==> src/rtl/aes_data_out_fifo_if.sv <==
// AES output FIFO bus: producer request/ack side plus
// consumer valid/ready side, grouped for one port.
interface aes_data_out_fifo_if #(
  parameter int DATA_W = 128,
  parameter int NUM_CH = 2,
  parameter int DEPTH  = 4
);
  localparam int CH_W  = (NUM_CH > 1) ? $clog2(NUM_CH) : 1;
  localparam int CNT_W = $clog2(DEPTH) + 1;

  logic [NUM_CH-1:0]        inWr;
  logic [NUM_CH*DATA_W-1:0] inData;
  logic [NUM_CH-1:0]        outWrAck;
  logic                     outValid;
  logic [DATA_W-1:0]        outData;
  logic [CH_W-1:0]          outCh;
  logic                     inRdy;
  logic [CNT_W-1:0]         outCount;

  modport master (
    output inWr, inData, inRdy,
    input  outWrAck, outValid, outData, outCh, outCount
  );

  modport slave (
    input  inWr, inData, inRdy,
    output outWrAck, outValid, outData, outCh, outCount
  );
endinterface

==> src/rtl/aes_data_out_fifo.sv <==
// AES output stage: arbitrates producer channels into a
// tagged first-word-fall-through FIFO with valid/ready out.
module aes_data_out_fifo #(
  parameter int DATA_W    = 128,
  parameter int NUM_CH    = 2,
  parameter int DEPTH     = 4,
  parameter int PRIO_MODE = 0
) (
  input logic inClk,
  input logic inRstN,
  aes_data_out_fifo_if.slave bus
);
  localparam int CH_W  = (NUM_CH > 1) ? $clog2(NUM_CH) : 1;
  localparam int CNT_W = $clog2(DEPTH) + 1;
  localparam int PTR_W = $clog2(DEPTH);

  logic [PTR_W-1:0]  wrPtr;
  logic [PTR_W-1:0]  rdPtr;
  logic [CNT_W-1:0]  count;
  logic [CH_W-1:0]   rrPtr;
  logic [CH_W-1:0]   rrNext;
  logic [CH_W-1:0]   gntIdx;
  logic [NUM_CH-1:0] gnt;
  logic              gntAny;
  logic              push;
  logic              pop;
  logic              full;
  logic              empty;

  logic [DATA_W-1:0] memData [DEPTH];
  logic [CH_W-1:0]   memCh   [DEPTH];

  assign full  = (count == CNT_W'(DEPTH));
  assign empty = (count == '0);
  assign push  = gntAny;
  assign pop   = !empty && bus.inRdy;

  // Pick one requester; a full queue or reset blocks all grants.
  always_comb begin : grantSel
    int idx;
    gnt    = '0;
    gntIdx = '0;
    gntAny = 1'b0;
    idx    = 0;
    if (inRstN && !full) begin
      for (int k = 0; k < NUM_CH; k++) begin
        if (PRIO_MODE == 1) begin
          idx = (int'(rrPtr) + k) % NUM_CH;
        end else begin
          idx = k;
        end
        if (!gntAny && bus.inWr[idx]) begin
          gntAny = 1'b1;
          gntIdx = CH_W'(idx);
        end
      end
      if (gntAny) begin
        gnt[gntIdx] = 1'b1;
      end
    end
  end

  assign rrNext = (int'(gntIdx) == NUM_CH - 1)
                ? '0 : gntIdx + 1'b1;

  // Pointers, occupancy and round-robin position.
  always_ff @(posedge inClk or negedge inRstN) begin
    if (!inRstN) begin
      wrPtr <= '0;
      rdPtr <= '0;
      count <= '0;
      rrPtr <= '0;
    end else begin
      if (push) begin
        wrPtr <= wrPtr + 1'b1;
      end
      if (pop) begin
        rdPtr <= rdPtr + 1'b1;
      end
      case ({push, pop})
        2'b10:   count <= count + 1'b1;
        2'b01:   count <= count - 1'b1;
        default: count <= count;
      endcase
      if (PRIO_MODE == 1 && push) begin
        rrPtr <= rrNext;
      end
    end
  end

  // Storage is unreset; empty entries are masked at the output.
  always_ff @(posedge inClk) begin
    if (push) begin
      memData[wrPtr] <=
        bus.inData[int'(gntIdx)*DATA_W +: DATA_W];
      memCh[wrPtr]   <= gntIdx;
    end
  end

  assign bus.outWrAck = gnt;
  assign bus.outValid = !empty;
  assign bus.outData  = empty ? '0 : memData[rdPtr];
  assign bus.outCh    = empty ? '0 : memCh[rdPtr];
  assign bus.outCount = count;
endmodule

==> src/flat_wrapper.sv <==
// flat-port wrapper written by rule: the top's interface ports become plain ports
module aes_data_out_fifo_flat 
#(
  parameter int DATA_W    = 128,
  parameter int NUM_CH    = 2,
  parameter int DEPTH     = 4,
  parameter int PRIO_MODE = 0
)
  (inClk, inRstN, bus_inWr, bus_inData, bus_inRdy, bus_outWrAck, bus_outValid, bus_outData, bus_outCh, bus_outCount);
  aes_data_out_fifo_if #(.DATA_W(DATA_W), .NUM_CH(NUM_CH), .DEPTH(DEPTH)) bus_i ();
  input logic inClk;
  input logic inRstN;
  input wire logic [$bits(bus_i.inWr)-1:0] bus_inWr;
  input wire logic [$bits(bus_i.inData)-1:0] bus_inData;
  input wire logic [$bits(bus_i.inRdy)-1:0] bus_inRdy;
  output wire logic [$bits(bus_i.outWrAck)-1:0] bus_outWrAck;
  output wire logic [$bits(bus_i.outValid)-1:0] bus_outValid;
  output wire logic [$bits(bus_i.outData)-1:0] bus_outData;
  output wire logic [$bits(bus_i.outCh)-1:0] bus_outCh;
  output wire logic [$bits(bus_i.outCount)-1:0] bus_outCount;
  assign bus_i.inWr = bus_inWr;
  assign bus_i.inData = bus_inData;
  assign bus_i.inRdy = bus_inRdy;
  assign bus_outWrAck = bus_i.outWrAck;
  assign bus_outValid = bus_i.outValid;
  assign bus_outData = bus_i.outData;
  assign bus_outCh = bus_i.outCh;
  assign bus_outCount = bus_i.outCount;
  aes_data_out_fifo #(.DATA_W(DATA_W), .NUM_CH(NUM_CH), .DEPTH(DEPTH), .PRIO_MODE(PRIO_MODE)) u_core (.inClk(inClk), .inRstN(inRstN), .bus(bus_i));
endmodule
==> config.mk <==
export PLATFORM = sky130hd
export DESIGN_NAME = aes_data_out_fifo_flat
export DESIGN_NICKNAME = d
export VERILOG_FILES = /design/src/rtl/aes_data_out_fifo_if.sv /design/src/rtl/aes_data_out_fifo.sv /design/src/flat_wrapper.sv
export SDC_FILE = /design/constraint.sdc
export NUM_CORES = 1
export LEC_CHECK = 0
export CAP_MARGIN = 25
export CORE_MARGIN = 5
export CORE_UTILIZATION = 50
export DETAILED_ROUTE_END_ITERATION = 10
export PLACE_DENSITY = 0.77
export SYNTH_ARGS = -nofsm -noshare
export SYNTH_HDL_FRONTEND = slang
export SYNTH_SLANG_ARGS = --single-unit
==> constraint.sdc <==
create_clock -name inClk -period 14.25 [get_ports inClk]
set_clock_uncertainty 0.2 [all_clocks]
set_input_delay 2.85 -clock inClk [delete_from_list [all_inputs] [get_ports inClk]]
set_output_delay 2.85 -clock inClk [all_outputs]
set_load 0.01 [all_outputs]
==> results by group <==
STA
  • Final setup fails: 0
  • Hold Fails Final Rpt: 0
  • Least-Margin Pin Slew: 1.01 ns
  • RSZ-0062 raised after global routing: false
  • Tcrit/Tclk final: 53.0%
  • Final worst path period need: 7.55 ns
  • Slew Viols, Final: 0
  • F_max: 132 MHz
  • Relative slew slack: 32.7%
  • Final hold slack: 0.338 ns
  • Setup TNS: 0 ns

CTS
  • Clk buf depth: 3
  • # resized after CTS: 0
  • Clock latency on the worst-skew pair: 0.56 ns
  • CTS Buf Count: 51
  • CTS H-tree lvls: 2
  • Hold buffer count at cts: 0
  • CTS clk-pin slew, worst paths: 0.06 ns
  • Post-CTS setup repair buffer count: 0
  • CTS tree: built
  • CTS root buf: clkbuf_16
  • Clock Sinks: 523

Route
  • Initial DRT Pass Iterations: 5
  • Vias per cell: 5.31
  • Vias after detailed routing: 10,817
  • # DRC: 0
  • Routed WL: 45,700 um
  • WL per Instance: 22.5 um
  • Detail Route Antenna Nets: 0
  • DRT iter0 DRCs: 758

Yosys
  • Synth warn: 0
  • Synthesized Nets: 1,270
  • Seq/Total Area, Yosys: 71.4%
  • Syn Std Cell Area: 0.0220 mm^2
  • Largest area contributor in the netlist: edfxtp_1
  • Top post-synthesis cells by area: edfxtp_1 (71%), mux4_2 (13%), mux2_4 (7.5%)
  • Synth top area share: 70.6%
  • Mean Syn Cell Area: 21.9 um^2
  • Yosys cell types: 25
  • Post-synthesis instance total: 1,003
  • Yosys reg bits: 523

Critical path
  • Slowest stage delay, CP: 0.73 ns
  • Flop2flop setup slack: 10.50 ns
  • Most used cell, CP: clkdlybuf4s50_1
  • Critical path's slowest cell: clkdlybuf4s50_1
  • Setup CP Type: in -> out
  • Critical Path AT: 4.50 ns
  • CP Buf/Inv Count: 2
  • Top delay family on crit path: buffers and inverters
  • Worst Setup Start Kind: input pin
  • Critical Path RT: 11.20 ns
  • CP endpoint kind: output pin
  • Max FO, Critical Path: 10
  • Critical path cell sequence: clkdlybuf4s50_1 > nand2_1 > nor3_1 > clkdlybuf4s50_1

Floorplan
  • Die Wd: 220 um
  • Row Count: 76
  • Die footprint: 0.0482 mm^2
  • Initial core utilization: 50.8%
  • Core area: 0.0433 mm^2
  • IO Count: 396
  • Die H: 220 um

Run
  • Max_cap viols: 0

Final layout
  • Design area: 0.0282 mm^2
  • NumNets Final: 1,679
  • Reg area: 0.0157 mm^2
  • Area taken by multi-input logic gates: 0.00584 mm^2
  • Diode count: 0
  • P&R area growth vs syn: 28.2%
  • Filler instances: 2,946
  • Share of cells above drive strength 1: 24.9%

Outcome
  • Outcome: completed

Pwr
  • LEAKAGE: 9.40 nW
  • PD cells: 194 mW/mm^2
  • Max IR drop VDD: 0.000134 V

Place
  • PortBufs: 395
  • Gpl congestion: 0.739
  • Post-DP HPWL: 28,300 um
  • Placement Cell Area: 0.0264 mm^2

Global routing
  • GR Util All Layers: 18.8%
  • Largest net degree at the start of global routing: 69
  • GR Overflow Total: 0
  • Number of global-route vias before repair: 11,950
  • Initial antenna violation count: 0
  • Global-route wire length before repair: 68,900 um

Worst hold path
  • Hold Path Class: reg -> reg
-- final cells by class --
type	count	area share, %
inverter	6	0.0800
sequential	523	55.7
clock buffer	59	4.79
timing repair buffer	414	14.8
clock inverter	33	1.28
multi-input combinational	416	20.7
tap	585	2.60
-- logic make-up after synthesis --
group | count (synthesis) | synth area share [%]
AND/OR/NAND/NOR | 144 | 4.14
buffers and inverters | 64 | 2.11
multiplexers | 259 | 21.8
XOR/XNOR | 6 | 0.239
adder cells (fa/ha/maj) | 6 | 0.376
AO/OA/AOI/OAI | 1 | 0.0228
flip-flops | 523 | 71.4
-- cells in the final DEF (no fill, tap or decap), drive strengths merged --
cell	Yosys	layout
mux2i	1	1
clkinv	0	22
nand3	1	1
xor2	3	3
buf	41	19
and2	134	134
nand2	2	2
clkinvlp	0	3
clkdlybuf4s50	0	395
nor2	3	3
mux2	129	129
or3	1	1
clkbuf	17	59
edfxtp	516	516
fa	1	1
inv	6	6
nor3	2	2
xnor2	3	3
ha	5	5
bufinv	0	8
dfrtp	7	7
mux4	129	129
o21ai	1	1
nor3b	1	1
-- final timing paths --
check,startpoint,end,cells past startpoint
max,inRstN,bus_outWrAck[1],4
min,u_core.bus.outCount[2],u_core.bus.outCount[2],1
max reg2reg,u_core.bus.outCount[2],u_core.memData[3][8],5
min reg2reg,u_core.bus.outCount[2],u_core.bus.outCount[2],1
max in group asynchronous,inRstN,u_core.rdPtr[0],1
min in group asynchronous,inRstN,u_core.bus.outCount[1],1
-- through the flow --
step | util [%] | power, mW | setup slack, ns | std cells
after detailed placement | 60.9 | 4.16 | 6.69 | 1941
after global routing | 65.1 | 5.73 | 6.57 | 2036
after global placement | 60.9 | 4.13 | 6.74 | 1940
final | 65.1 | 5.47 | 6.70 | 2036
after CTS | 64.9 | 5.53 | 6.69 | 2033
after floorplan | - | 3.24 | 7.34 | 1003
-- sequential cells by signal (all words and copies together) (netlist names) --
name,flops
u_core.rdPtr,2
u_core.memData,512
u_core.wrPtr,2
u_core.memCh,4
u_core.bus.outCount,3
-- synthesized netlist by cell type --
library cell and n:
edfxtp_1 516, and2_1 134, mux4_2 129, mux2_4 109
mux2_2 20, clkbuf_1 17, buf_6 13, buf_2 11
buf_8 10, buf_1 7, dfrtp_1 7, inv_1 6
ha_1 5, nor2_1 3, xnor2_1 3, xor2_1 3
nand2_1 2, fa_1 1, mux2i_1 1, nand3_1 1
nor3_1 1, nor3_4 1, nor3b_4 1, o21ai_0 1
or3_1 1
-- metal layers --
metal	wire (um)	track usage (%)	up-vias
met5	0	0	-
met4	799	4.83	0
met3	2470	3.27	51
met2	24500	34.1	301
met1	17900	23.5	5595
li1	-	-	4870
-- power by group --
group          internal (mW)  switching [mW]  leakage [nW]
sequential              1.98           0.113          4.78
combinational           1.13           0.885          3.78
clock                  0.820           0.544         0.836
total                   3.93            1.54          9.40
No activity file was read; power rests on OpenSTA's default activity.
